File: config.mk
export PLATFORM = sky130hd
export DESIGN_NAME = instr_encoder
export DESIGN_NICKNAME = d
export VERILOG_FILES = /design/src/rtl/rv_pkg.sv /design/src/rtl/instr_pack.sv /design/src/rtl/instr_encoder.sv
export SDC_FILE = /design/constraint.sdc
export NUM_CORES = 1
export LEC_CHECK = 0
export ABC_CLOCK_PERIOD_IN_PS = 3650
export BUFFER_PORTS_ARGS = -buffer_cell sky130_fd_sc_hd__buf_2
export CAP_MARGIN = 30
export CORE_AREA = 2 2 105 107
export DETAILED_ROUTE_END_ITERATION = 8
export DIE_AREA = 0 0 107 109
export GPL_TIMING_DRIVEN = 1
export PLACE_DENSITY_LB_ADDON = 0.12
export SLEW_MARGIN = 20
export SYNTH_ARGS = -nofsm -noshare
export SYNTH_HDL_FRONTEND = slang
export SYNTH_SLANG_ARGS = --single-unit
File: constraint.sdc
create_clock -name clk -period 3.65 [get_ports clk]
set_input_delay 0 -clock clk [delete_from_list [all_inputs] [get_ports clk]]
set_output_delay 0 -clock clk [all_outputs]
set_load 0.01 [all_outputs]
File: src/rtl/rv_pkg.sv
// Shared RV32I subset definitions: operation codes, opcode/funct3 values
// and encoder FSM states, common to the instruction encoder and decoder.
package rv_pkg;

    typedef enum logic [3:0] {
        OP_ADDI = 4'd0,
        OP_XORI = 4'd1,
        OP_ORI  = 4'd2,
        OP_ANDI = 4'd3,
        OP_ADD  = 4'd4,
        OP_XOR  = 4'd5,
        OP_OR   = 4'd6,
        OP_AND  = 4'd7,
        OP_SW   = 4'd8,
        OP_BEQ  = 4'd9,
        OP_BNE  = 4'd10
    } op_e;

    typedef enum logic [1:0] {
        ST_IDLE = 2'd0,
        ST_RUN  = 2'd1,
        ST_FULL = 2'd2,
        ST_ERR  = 2'd3
    } state_e;

    localparam logic [6:0] OPC_OPIMM  = 7'b0010011;
    localparam logic [6:0] OPC_OP     = 7'b0110011;
    localparam logic [6:0] OPC_STORE  = 7'b0100011;
    localparam logic [6:0] OPC_BRANCH = 7'b1100011;

    localparam logic [2:0] F3_ADD = 3'b000;
    localparam logic [2:0] F3_XOR = 3'b100;
    localparam logic [2:0] F3_OR  = 3'b110;
    localparam logic [2:0] F3_AND = 3'b111;
    localparam logic [2:0] F3_SW  = 3'b010;
    localparam logic [2:0] F3_BEQ = 3'b000;
    localparam logic [2:0] F3_BNE = 3'b001;

    function automatic logic [2:0] funct3_of(op_e op);
        logic [2:0] f;
        f = 3'b000;
        case (op)
            OP_ADDI, OP_ADD: f = F3_ADD;
            OP_XORI, OP_XOR: f = F3_XOR;
            OP_ORI,  OP_OR:  f = F3_OR;
            OP_ANDI, OP_AND: f = F3_AND;
            OP_SW:           f = F3_SW;
            OP_BEQ:          f = F3_BEQ;
            OP_BNE:          f = F3_BNE;
            default:         f = 3'b000;
        endcase
        return f;
    endfunction

    // A 13-bit value fits a 12-bit signed field when its top two bits agree.
    function automatic logic fits12(logic [12:0] imm);
        return imm[12] == imm[11];
    endfunction

endpackage

File: src/rtl/instr_pack.sv
// Combinational packing of one abstract operation into an RV32I word,
// with a legality flag (unknown op, or bad immediate when checking is on).
module instr_pack
    import rv_pkg::*;
(
    input  logic [3:0]  op,
    input  logic [4:0]  rd,
    input  logic [4:0]  rs1,
    input  logic [4:0]  rs2,
    input  logic [12:0] imm,
    output logic [31:0] word,
    output logic        legal
);

    logic [2:0] f3;

    assign f3 = funct3_of(op_e'(op));

    always_comb begin
        word  = 32'h0;
        legal = 1'b1;
        case (op_e'(op))
            OP_ADDI, OP_XORI, OP_ORI, OP_ANDI: begin
                word = {imm[11:0], rs1, f3, rd, OPC_OPIMM};
`ifdef INSTR_ENCODER_CHECK_EN
                legal = fits12(imm);
`endif
            end
            OP_ADD, OP_XOR, OP_OR, OP_AND: begin
                word = {7'b0, rs2, rs1, f3, rd, OPC_OP};
            end
            OP_SW: begin
                word = {imm[11:5], rs2, rs1, f3, imm[4:0], OPC_STORE};
`ifdef INSTR_ENCODER_CHECK_EN
                legal = fits12(imm);
`endif
            end
            OP_BEQ, OP_BNE: begin
                word = {imm[12], imm[10:5], rs2, rs1, f3,
                        imm[4:1], imm[11], OPC_BRANCH};
`ifdef INSTR_ENCODER_CHECK_EN
                // 13-bit even offsets always lie in -4096..4094
                legal = ~imm[0];
`endif
            end
            default: begin
                word  = 32'h0;
                legal = 1'b0;
            end
        endcase
    end

`ifndef INSTR_ENCODER_CHECK_EN
    logic unused_imm0;
    assign unused_imm0 = imm[0];
`endif

endmodule

File: src/rtl/instr_encoder.sv
// Program-image encoder: streams operations into sequential instruction
// memory words. Optional immediate checking via INSTR_ENCODER_CHECK_EN.
module instr_encoder
    import rv_pkg::*;
#(
    parameter int ADDR_W    = 8,
    parameter int BASE_ADDR = 0,
    parameter int DEPTH     = 256
) (
    input  logic              clk,
    input  logic              rst,
    input  logic              start,
    input  logic              in_valid,
    output logic              in_ready,
    input  logic [3:0]        in_op,
    input  logic [4:0]        in_rd,
    input  logic [4:0]        in_rs1,
    input  logic [4:0]        in_rs2,
    input  logic [12:0]       in_imm,
    input  logic              in_last,
    output logic              imem_we,
    output logic [ADDR_W-1:0] imem_addr,
    output logic [31:0]       imem_wdata,
    output logic              busy,
    output logic              done,
    output logic              err,
    output logic [ADDR_W:0]   count
);

    localparam logic [ADDR_W-1:0] BASE = ADDR_W'(BASE_ADDR);
    localparam logic [ADDR_W:0]   DMAX = (ADDR_W + 1)'(DEPTH);

    state_e            state_q, state_d;
    logic              in_ready_q, in_ready_d;
    logic              we_q, we_d;
    logic [ADDR_W-1:0] addr_q, addr_d;
    logic [ADDR_W-1:0] nxt_q, nxt_d;
    logic [31:0]       wdata_q, wdata_d;
    logic              done_q, done_d;
    logic              err_q, err_d;
    logic [ADDR_W:0]   count_q, count_d;

    logic [31:0] word;
    logic        legal;
    logic        accept;
    logic [ADDR_W:0] count_inc;

    instr_pack u_pack (
        .op    (in_op),
        .rd    (in_rd),
        .rs1   (in_rs1),
        .rs2   (in_rs2),
        .imm   (in_imm),
        .word  (word),
        .legal (legal)
    );

    assign accept    = in_valid & in_ready_q;
    assign count_inc = count_q + 1'b1;

    always_comb begin
        state_d = state_q;
        we_d    = 1'b0;
        done_d  = 1'b0;
        addr_d  = addr_q;
        wdata_d = wdata_q;
        nxt_d   = nxt_q;
        err_d   = err_q;
        count_d = count_q;
        unique case (state_q)
            ST_RUN: begin
                if (accept) begin
                    if (legal) begin
                        we_d    = 1'b1;
                        addr_d  = nxt_q;
                        wdata_d = word;
                        nxt_d   = nxt_q + 1'b1;
                        count_d = count_inc;
                        if (in_last) begin
                            state_d = ST_IDLE;
                            done_d  = 1'b1;
                        end else if (count_inc == DMAX) begin
                            state_d = ST_FULL;
                            err_d   = 1'b1;
                        end
                    end else begin
                        state_d = ST_ERR;
                        err_d   = 1'b1;
                    end
                end
                // Restart: the write captured above still goes out.
                if (start) begin
                    state_d = ST_RUN;
                    nxt_d   = BASE;
                    count_d = '0;
                    err_d   = 1'b0;
                end
            end
            ST_IDLE, ST_FULL, ST_ERR: begin
                if (start) begin
                    state_d = ST_RUN;
                    nxt_d   = BASE;
                    count_d = '0;
                    err_d   = 1'b0;
                end
            end
            default: state_d = ST_IDLE;
        endcase
        in_ready_d = (state_d == ST_RUN);
    end

    always_ff @(posedge clk) begin
        if (rst) begin
            state_q    <= ST_IDLE;
            in_ready_q <= 1'b0;
            we_q       <= 1'b0;
            addr_q     <= BASE;
            nxt_q      <= BASE;
            wdata_q    <= 32'h0;
            done_q     <= 1'b0;
            err_q      <= 1'b0;
            count_q    <= '0;
        end else begin
            state_q    <= state_d;
            in_ready_q <= in_ready_d;
            we_q       <= we_d;
            addr_q     <= addr_d;
            nxt_q      <= nxt_d;
            wdata_q    <= wdata_d;
            done_q     <= done_d;
            err_q      <= err_d;
            count_q    <= count_d;
        end
    end

    assign in_ready   = in_ready_q;
    assign imem_we    = we_q;
    assign imem_addr  = addr_q;
    assign imem_wdata = wdata_q;
    assign busy       = (state_q != ST_IDLE);
    assign done       = done_q;
    assign err        = err_q;
    assign count      = count_q;

endmodule

==> results of run 1 <==
==> power by group <==
| group | total [mW] | switching (mW) | leakage [nW] | internal (mW) |
|---|---|---|---|---|
| Clock | 0.617 | 0.269 | 0.105 | 0.348 |
| Combinational | 0.151 | 0.0848 | 0.918 | 0.0664 |
| Sequential | 0.678 | 0.00926 | 0.485 | 0.669 |
==> cell type report <==
class | instances | area [µm²] | area share
clock buffers | 11 | 151 | 0.0423
well taps | 140 | 175 | 0.0490
clock inverters | 4 | 48.8 | 0.0136
repair buffers | 116 | 716 | 0.200
inverters | 5 | 18.8 | 0.00525
flip-flops and latches | 60 | 1200 | 0.336
multi-input cells | 228 | 1260 | 0.354
==> through the flow <==
stage | std cells | worst slack (ps) | power (mW) | hold slack (ps) | util
floorplan | 318 | 2090 | 0.773 | 104 | -
global placement | 523 | 1370 | 0.826 | 250 | 0.294
detailed placement | 523 | 1240 | 0.826 | 248 | 0.294
CTS | 564 | 937 | 1.47 | 23.2 | 0.337
global route | 564 | 773 | 1.51 | 55.0 | 0.337
finish | 564 | 993 | 1.45 | 36.4 | 0.337
==> Yosys cell counts, types with 3 or more instances <==
cell type,n
or3_1,5
nand3_1,13
o41ai_1,3
buf_2,11
o21ai_0,13
a211oi_1,7
a221oi_1,7
a21oi_1,43
and3_1,7
clkbuf_1,10
nor2_1,30
xnor2_1,6
inv_1,5
buf_4,3
nand2_1,51
a21o_1,3
dfxtp_1,60
==> placed cells by master (no fill, tap or decap), types with 3 or more instances in the layout <==
master / count
buf_2: 88
dfxtp_1: 60
nand2_1: 51
a21oi_1: 42
nor2_1: 30
dlygate4sd3_1: 26
nand3_1: 13
o21ai_0: 13
clkbuf_8: 11
a211oi_1: 7
and3_1: 7
a221oi_1: 7
xnor2_1: 6
inv_1: 5
or3_1: 5
a21o_1: 3
o41ai_1: 3
==> worst max-delay path by stage <==
stage | startpoint | to | slack [ps]
detailed placement | state_q[1]$_SDFF_PP0_ | imem_wdata[10]$_SDFFE_PP0P_ | 1240
global placement | state_q[1]$_SDFF_PP0_ | imem_wdata[9]$_SDFFE_PP0P_ | 1370
finish | state_q[1]$_SDFF_PP0_ | imem_wdata[22]$_SDFFE_PP0P_ | 990
CTS | state_q[1]$_SDFF_PP0_ | imem_wdata[22]$_SDFFE_PP0P_ | 940
global route | state_q[0]$_SDFF_PP0_ | imem_wdata[22]$_SDFFE_PP0P_ | 770
floorplan | count[0]$_SDFFE_PP0P_ | state_q[0]$_SDFF_PP0_ | 2090
==> registers in the layout, indices dropped and copies added, names as in the netlist <==
name,flops
err,1
state_q,2
done,1
count,9
in_ready,1
imem_addr,8
imem_we,1
imem_wdata,29
nxt_q,8
==> what timing repair did <==
item,in CTS,in global routing
hold endpoints to repair,22,0
hold buffers,26,0
resized for setup,0,0
==> kinds of logic after synthesis <==
logic type	Yosys count
compound gates	92
xor+xnor	7
fa+ha+maj	2
buf+inv	30
flops	60
mux	1
other cells	1
simple gates	124
==> tightest hold or removal path, delay by kind of cell <==
kind            cells  cell delay (ps)
compound gates      2              220
buf+inv             1              100
==> layer usage <==
layer  GRT usage  vias up  share of wire
met3      0.0317       11          0.049
met2       0.205       74           0.45
met4      0.0668        0          0.020
li1            -     1324              -
met5           0        -              0
met1       0.176     1229           0.48
==> summary.md, run 1 <==
| Metric | Value |
|---|---|
| Routed WL | 7.69 mm |
| Fin. max-slew vios | 0 |
| 1st-pass router iterations | 4 |
| Critical path arrival | 2890 ps |
| RD Place Congestion | 0.774 |
| Site Rows | 38 |
| RR Startpoint | state_q[1]$_SDFF_PP0_ |
| Main synth FF type | dfxtp_1 |
| Worst vdd ir | 147 µV |
| Number of hold violations in the final report | 0 |
| Synth Area in Simple Gates | 0.218 |
| Critical Path Fanout Max | 29 |
| Power per Cell Area | 404 mW/mm² |
| Post-route ant nets | 0 |
| First-pass GRT wire length | 12.2 mm |
| Post-synthesis cell type count | 44 |
| Yosys Warn Count | 0 |
| CP top delay family | buffers and inverters |
| Fillers | 1136 |
| Yosys top cell area share | 0.463 |
| RSZ-0062 raised after global routing | no |
| Slew of the pin with the lowest slew margin | 707 ps |
| Mux share of post-synthesis cell area | 0.00386 |
| CP Depth | 6 |
| Total core area | 0.0106 mm² |
| Initial antenna violation count | 0 |
| Design Area, Final | 0.00358 mm² |
| Antenna cells | 0 |
| DR DRC count | 0 |
| Starting DRT DRC Count | 83 |
| Min cycle time layout | 2660 ps |
| Synth Area in XOR/XNOR | 0.0236 |
| Post-Synth Adder-Cell Area | 0.00964 |
| Vias per cell | 4.68 |
| Worst Hold Path Cells | 3 |
| Req. time, crit path | 3880 ps |
| Reg2Reg Setup Slack | 990 ps |
| DIE AREA | 0.0117 mm² |
| Area Overhead vs Synth | 37.7% |
| Async SR Flop Fraction | 0 |
| Slowest CP cell | dlygate4sd3_1 |
| Max-cap violations | 0 |
| CP max stage delay | 580 ps |
| Largest area contributor in the netlist | dfxtp_1 |
| Crit path buf inv count | 2 |
| Nets | 459 |
| CP Launch Type | register |
| Synthesized cell area | 0.00260 mm² |
| Largest net degree at the start of global routing | 39 |
| Clk slew on worst S/H paths | 70 ps |
| Die width | 107 µm |
| Synth area leaders | dfxtp_1, a21oi_1, nand2_1 |
| Seq/Total Area, Yosys | 0.463 |
| Initial Util | 0.245 |
| Final worst-path cycle share | 0.728 |
| Remaining Overflow, GRT | 0 |
| Worst R2R Path Depth | 6 |
| Die Span Y | 109 µm |
| Total number of vias | 2638 |
| Total CTS buffers | 9 |
| Final setup fails | 0 |
| Port Buffers | 88 |
| Status | finished clean |
| Setup Total Neg Slack | 0 ps |
| Worst Setup End Kind | register |
| Maximum clock rate | 376 MHz |
| Buffers inserted by post-CTS timing repair | 0 |
| CTS tree | built |
| Critical path cell sequence | nand4b_1, a21o_1, buf_4, a221oi_1, dlygate4sd3_1, nor2_1 |
| DR WL/cell | 13.6 µm |
| Register bit total from synthesis | 60 |
| Compound-Gate Fraction of Synth Area | 0.225 |
| H-tree Lvls | 3 |
| Leak | 1.51 nW |
| Critical path class | register to register |
| DP Wirelength | 5.25 mm |
| Root Buffer | clkbuf_8 |
| DP Area | 0.00312 mm² |
| Largest family of logic cells by synthesized area | compound AO/OA/AOI/OAI gates |
| Number of primary I/O pins | 91 |
| Cell count after synthesis | 317 |
| Worst skew pair latency | 340 ps |
| Number of global-route vias before repair | 2408 |
| Clock Skews | 4.34 ps |
| CTS max path bufs | 2 |
| CTS Sinks | 60 |
| Post-synth EDFFs | 0 |
| Avg Cell Area, Syn | 8.19 µm² |
| Worst reg2reg endpoint | imem_wdata[22]$_SDFFE_PP0P_ |
| Critical hold path startpoint | in_rd[3] |
| Rel. slew slack | 0.529 |
| Min-delay worst type | input pin to register |
| Layout cells sized above 1 | 0.259 |
| Min-Delay Endpoint | imem_wdata[10]$_SDFFE_PP0P_ |
| Gr usage total | 0.134 |
No activity file was read; power rests on OpenSTA's default activity.
==> run 2, diff against run 1 <==
Settings changed: ABC_CLOCK_PERIOD_IN_PS 3650 to 2700.
Clock period 3.65 ns to 2.7 ns, I/O delays scaled along.
==> run 2 against run 1 <==
Effect of this change: count of clock-buffer cells in the layout unchanged; sequential power is 35% higher; cell area down 0.14%; clock power grew 17%; utilization about the same; register-to-register slack lost 470 ps; first-iteration DRC count is 17% higher; combinational power rose by 38%; total power grew 28%; global-route usage rose by 0.49 points; highest routed layer unchanged.
==> summary.md, run 2 (same netlist as run 1, synthesis figures left out) <==
| Metric | Value |
|---|---|
| Number of global-route vias before repair | 2486 (+3.2%) |
| Die width | 107 µm (unchanged) |
| Clk slew on worst S/H paths | 70 ps (about the same) |
| Port Buffers | 88 (unchanged) |
| Commonest non-fill, non-tap cells in the layout | buf_2, dfxtp_1, nand2_1, a21oi_1, nor2_1 |
| DR DRC count | 0 (unchanged) |
| Starting DRT DRC Count | 97 (+17%) |
| Gr usage total | 0.139 (+0.00493) |
| Site Rows | 38 (unchanged) |
| Largest net degree at the start of global routing | 39 (unchanged) |
| CTS max path bufs | 2 (unchanged) |
| Worst Setup End Kind | register |
| Min cycle time layout | 2370 ps |
| Area Overhead vs Synth | 37.5% |
| Antenna cells | 0 (unchanged) |
| CP startpoint | in_op[1] |
| Setup Total Neg Slack | 0 ps (unchanged) |
| Rel. slew slack | 0.496 (-0.0325) |
| 1st-pass router iterations | 4 (unchanged) |
| Req. time, crit path | 2980 ps (-900 ps) |
| Worst hold slack | 63.7 ps (+27.3 ps) |
| Most common cell after layout, fill and taps aside | buf_2 |
| Status | finished clean |
| Slew of the pin with the lowest slew margin | 755 ps (+48.7 ps) |
| Remaining Overflow, GRT | 0 (unchanged) |
| Total core area | 0.0106 mm² (unchanged) |
| Reg2Reg Setup Slack | 520 ps (-470 ps) |
| Worst vdd ir | 185 µV (+27%) |
| Min-delay worst type | input pin to register |
| CP top delay family | buffers and inverters |
| Critical path arrival | 2650 ps (-240 ps) |
| Vias per cell | 4.67 (about the same) |
| Critical hold path startpoint | in_rd[1] |
| Crit path buf inv count | 4 (+2) |
| Critical path class | input pin to register |
| Final worst-path cycle share | 0.876 |
| CP Launch Type | input pin |
| Initial antenna violation count | 0 (unchanged) |
| Routed WL | 7.78 mm (+1.2%) |
| Fillers | 1157 (+1.8%) |
| RD Place Congestion | 0.786 (+1.7%) |
| Final setup fails | 0 (unchanged) |
| Layout cells sized above 1 | 0.264 (+0.00458) |
| Footprint of the multi-input gates | 0.00127 mm² (about the same) |
| Critical Path Fanout Max | 27 (-6.9%) |
| Post-route ant nets | 0 (unchanged) |
| Fin. max-slew vios | 0 (unchanged) |
| Largest register FFs | 29 (unchanged) |
| DR WL/cell | 13.7 µm (+0.48%) |
| First-pass GRT wire length | 12.7 mm (+3.8%) |
| Number of hold violations in the final report | 0 (unchanged) |
| Power, Total | 1.85 mW (+28%) |
| Root Buffer | clkbuf_8 |
| RR Startpoint | state_q[0]$_SDFF_PP0_ |
| Nets | 462 (+0.65%) |
| Critical path's most frequent cell | dlygate4sd3_1 |
| Buffers inserted by post-CTS timing repair | 0 (unchanged) |
| Critical path cell sequence | dlygate4sd3_1, buf_2, a21o_1, a21o_2, buf_4, a221oi_1, dlygate4sd3_1, nor2_1 |
| Initial Util | 0.245 (unchanged) |
| Power per Cell Area | 517 mW/mm² (+28%) |
| Worst skew pair latency | 340 ps (about the same) |
| Seq. cell area | 0.00120 mm² (unchanged) |
| CP max stage delay | 570 ps (about the same) |
| Slowest CP cell | dlygate4sd3_1 |
| Die Span Y | 109 µm (unchanged) |
| CTS Sinks | 60 (unchanged) |
| DP Wirelength | 5.32 mm (+1.4%) |
| Number of primary I/O pins | 91 (unchanged) |
| Util after Layout | 0.337 (-0.000472) |
| Total number of vias | 2655 (+0.64%) |
| Leak | 1.51 nW (-0.15%) |
| CTS tree | built |
| DIE AREA | 0.0117 mm² (unchanged) |
| RSZ-0062 raised after global routing | no |
| Clock Skews | 5.06 ps (+0.724 ps) |
| Maximum clock rate | 423 MHz |
| H-tree Lvls | 3 (unchanged) |
| Total CTS buffers | 9 (unchanged) |
| Max-cap violations | 0 (unchanged) |
-- run 2: tightest hold or removal path, stage by stage --
cell and delay, ps:
buf_2 100, a21oi_1 170, a211oi_1 90
-- run 2: final cells by class --
cell class,instances,share of cell area
timing repair buffer,119,0.207
multi-input combinational,228,0.355
tap,140,0.0491
sequential,60,0.336
inverter,5,0.00526
clock inverter,5,0.00771
clock buffer,11,0.0396
-- run 2: metrics by stage --
stage | instances | area, µm² | setup slack [ps]
CTS | 568 | 3570 | 43.8
global route | 568 | 3570 | 169
finish | 568 | 3570 | 335
detailed placement | 525 | 3130 | 769
floorplan | 318 | 2600 | 1140
global placement | 525 | 3130 | 780
-- run 2: final timing paths --
path	endpoint	cells after the start
max	imem_wdata[20]$_SDFFE_PP0P_	8
max reg2reg	imem_wdata[20]$_SDFFE_PP0P_	6
min reg2reg	imem_addr[4]$_SDFFE_PP0P_	2
min	imem_wdata[8]$_SDFFE_PP0P_	3
-- run 2: layer usage --
layer  part of all wire  global-route usage  up-vias
li1                   -                   -     1340
met1               0.48               0.183     1237
met2               0.45               0.211       68
met3              0.056              0.0323       10
met4              0.018              0.0733        0
met5                  0                   0        -
-- run 2: where the power goes --
part / leakage, nW / switching (mW) / internal [mW] / total (mW)
registers: 0.485 / 0.0121 / 0.904 / 0.916
logic: 0.932 / 0.116 / 0.0926 / 0.209
clock network: 0.0889 / 0.369 / 0.352 / 0.721
total: 1.51 / 0.498 / 1.35 / 1.85
-- run 2: timing repair --
item                                    CTS  global route
endpoints found under the hold margin    24             0
hold buffers                             27             0
endpoints found under the setup margin    0             1
resized for setup                         0             1
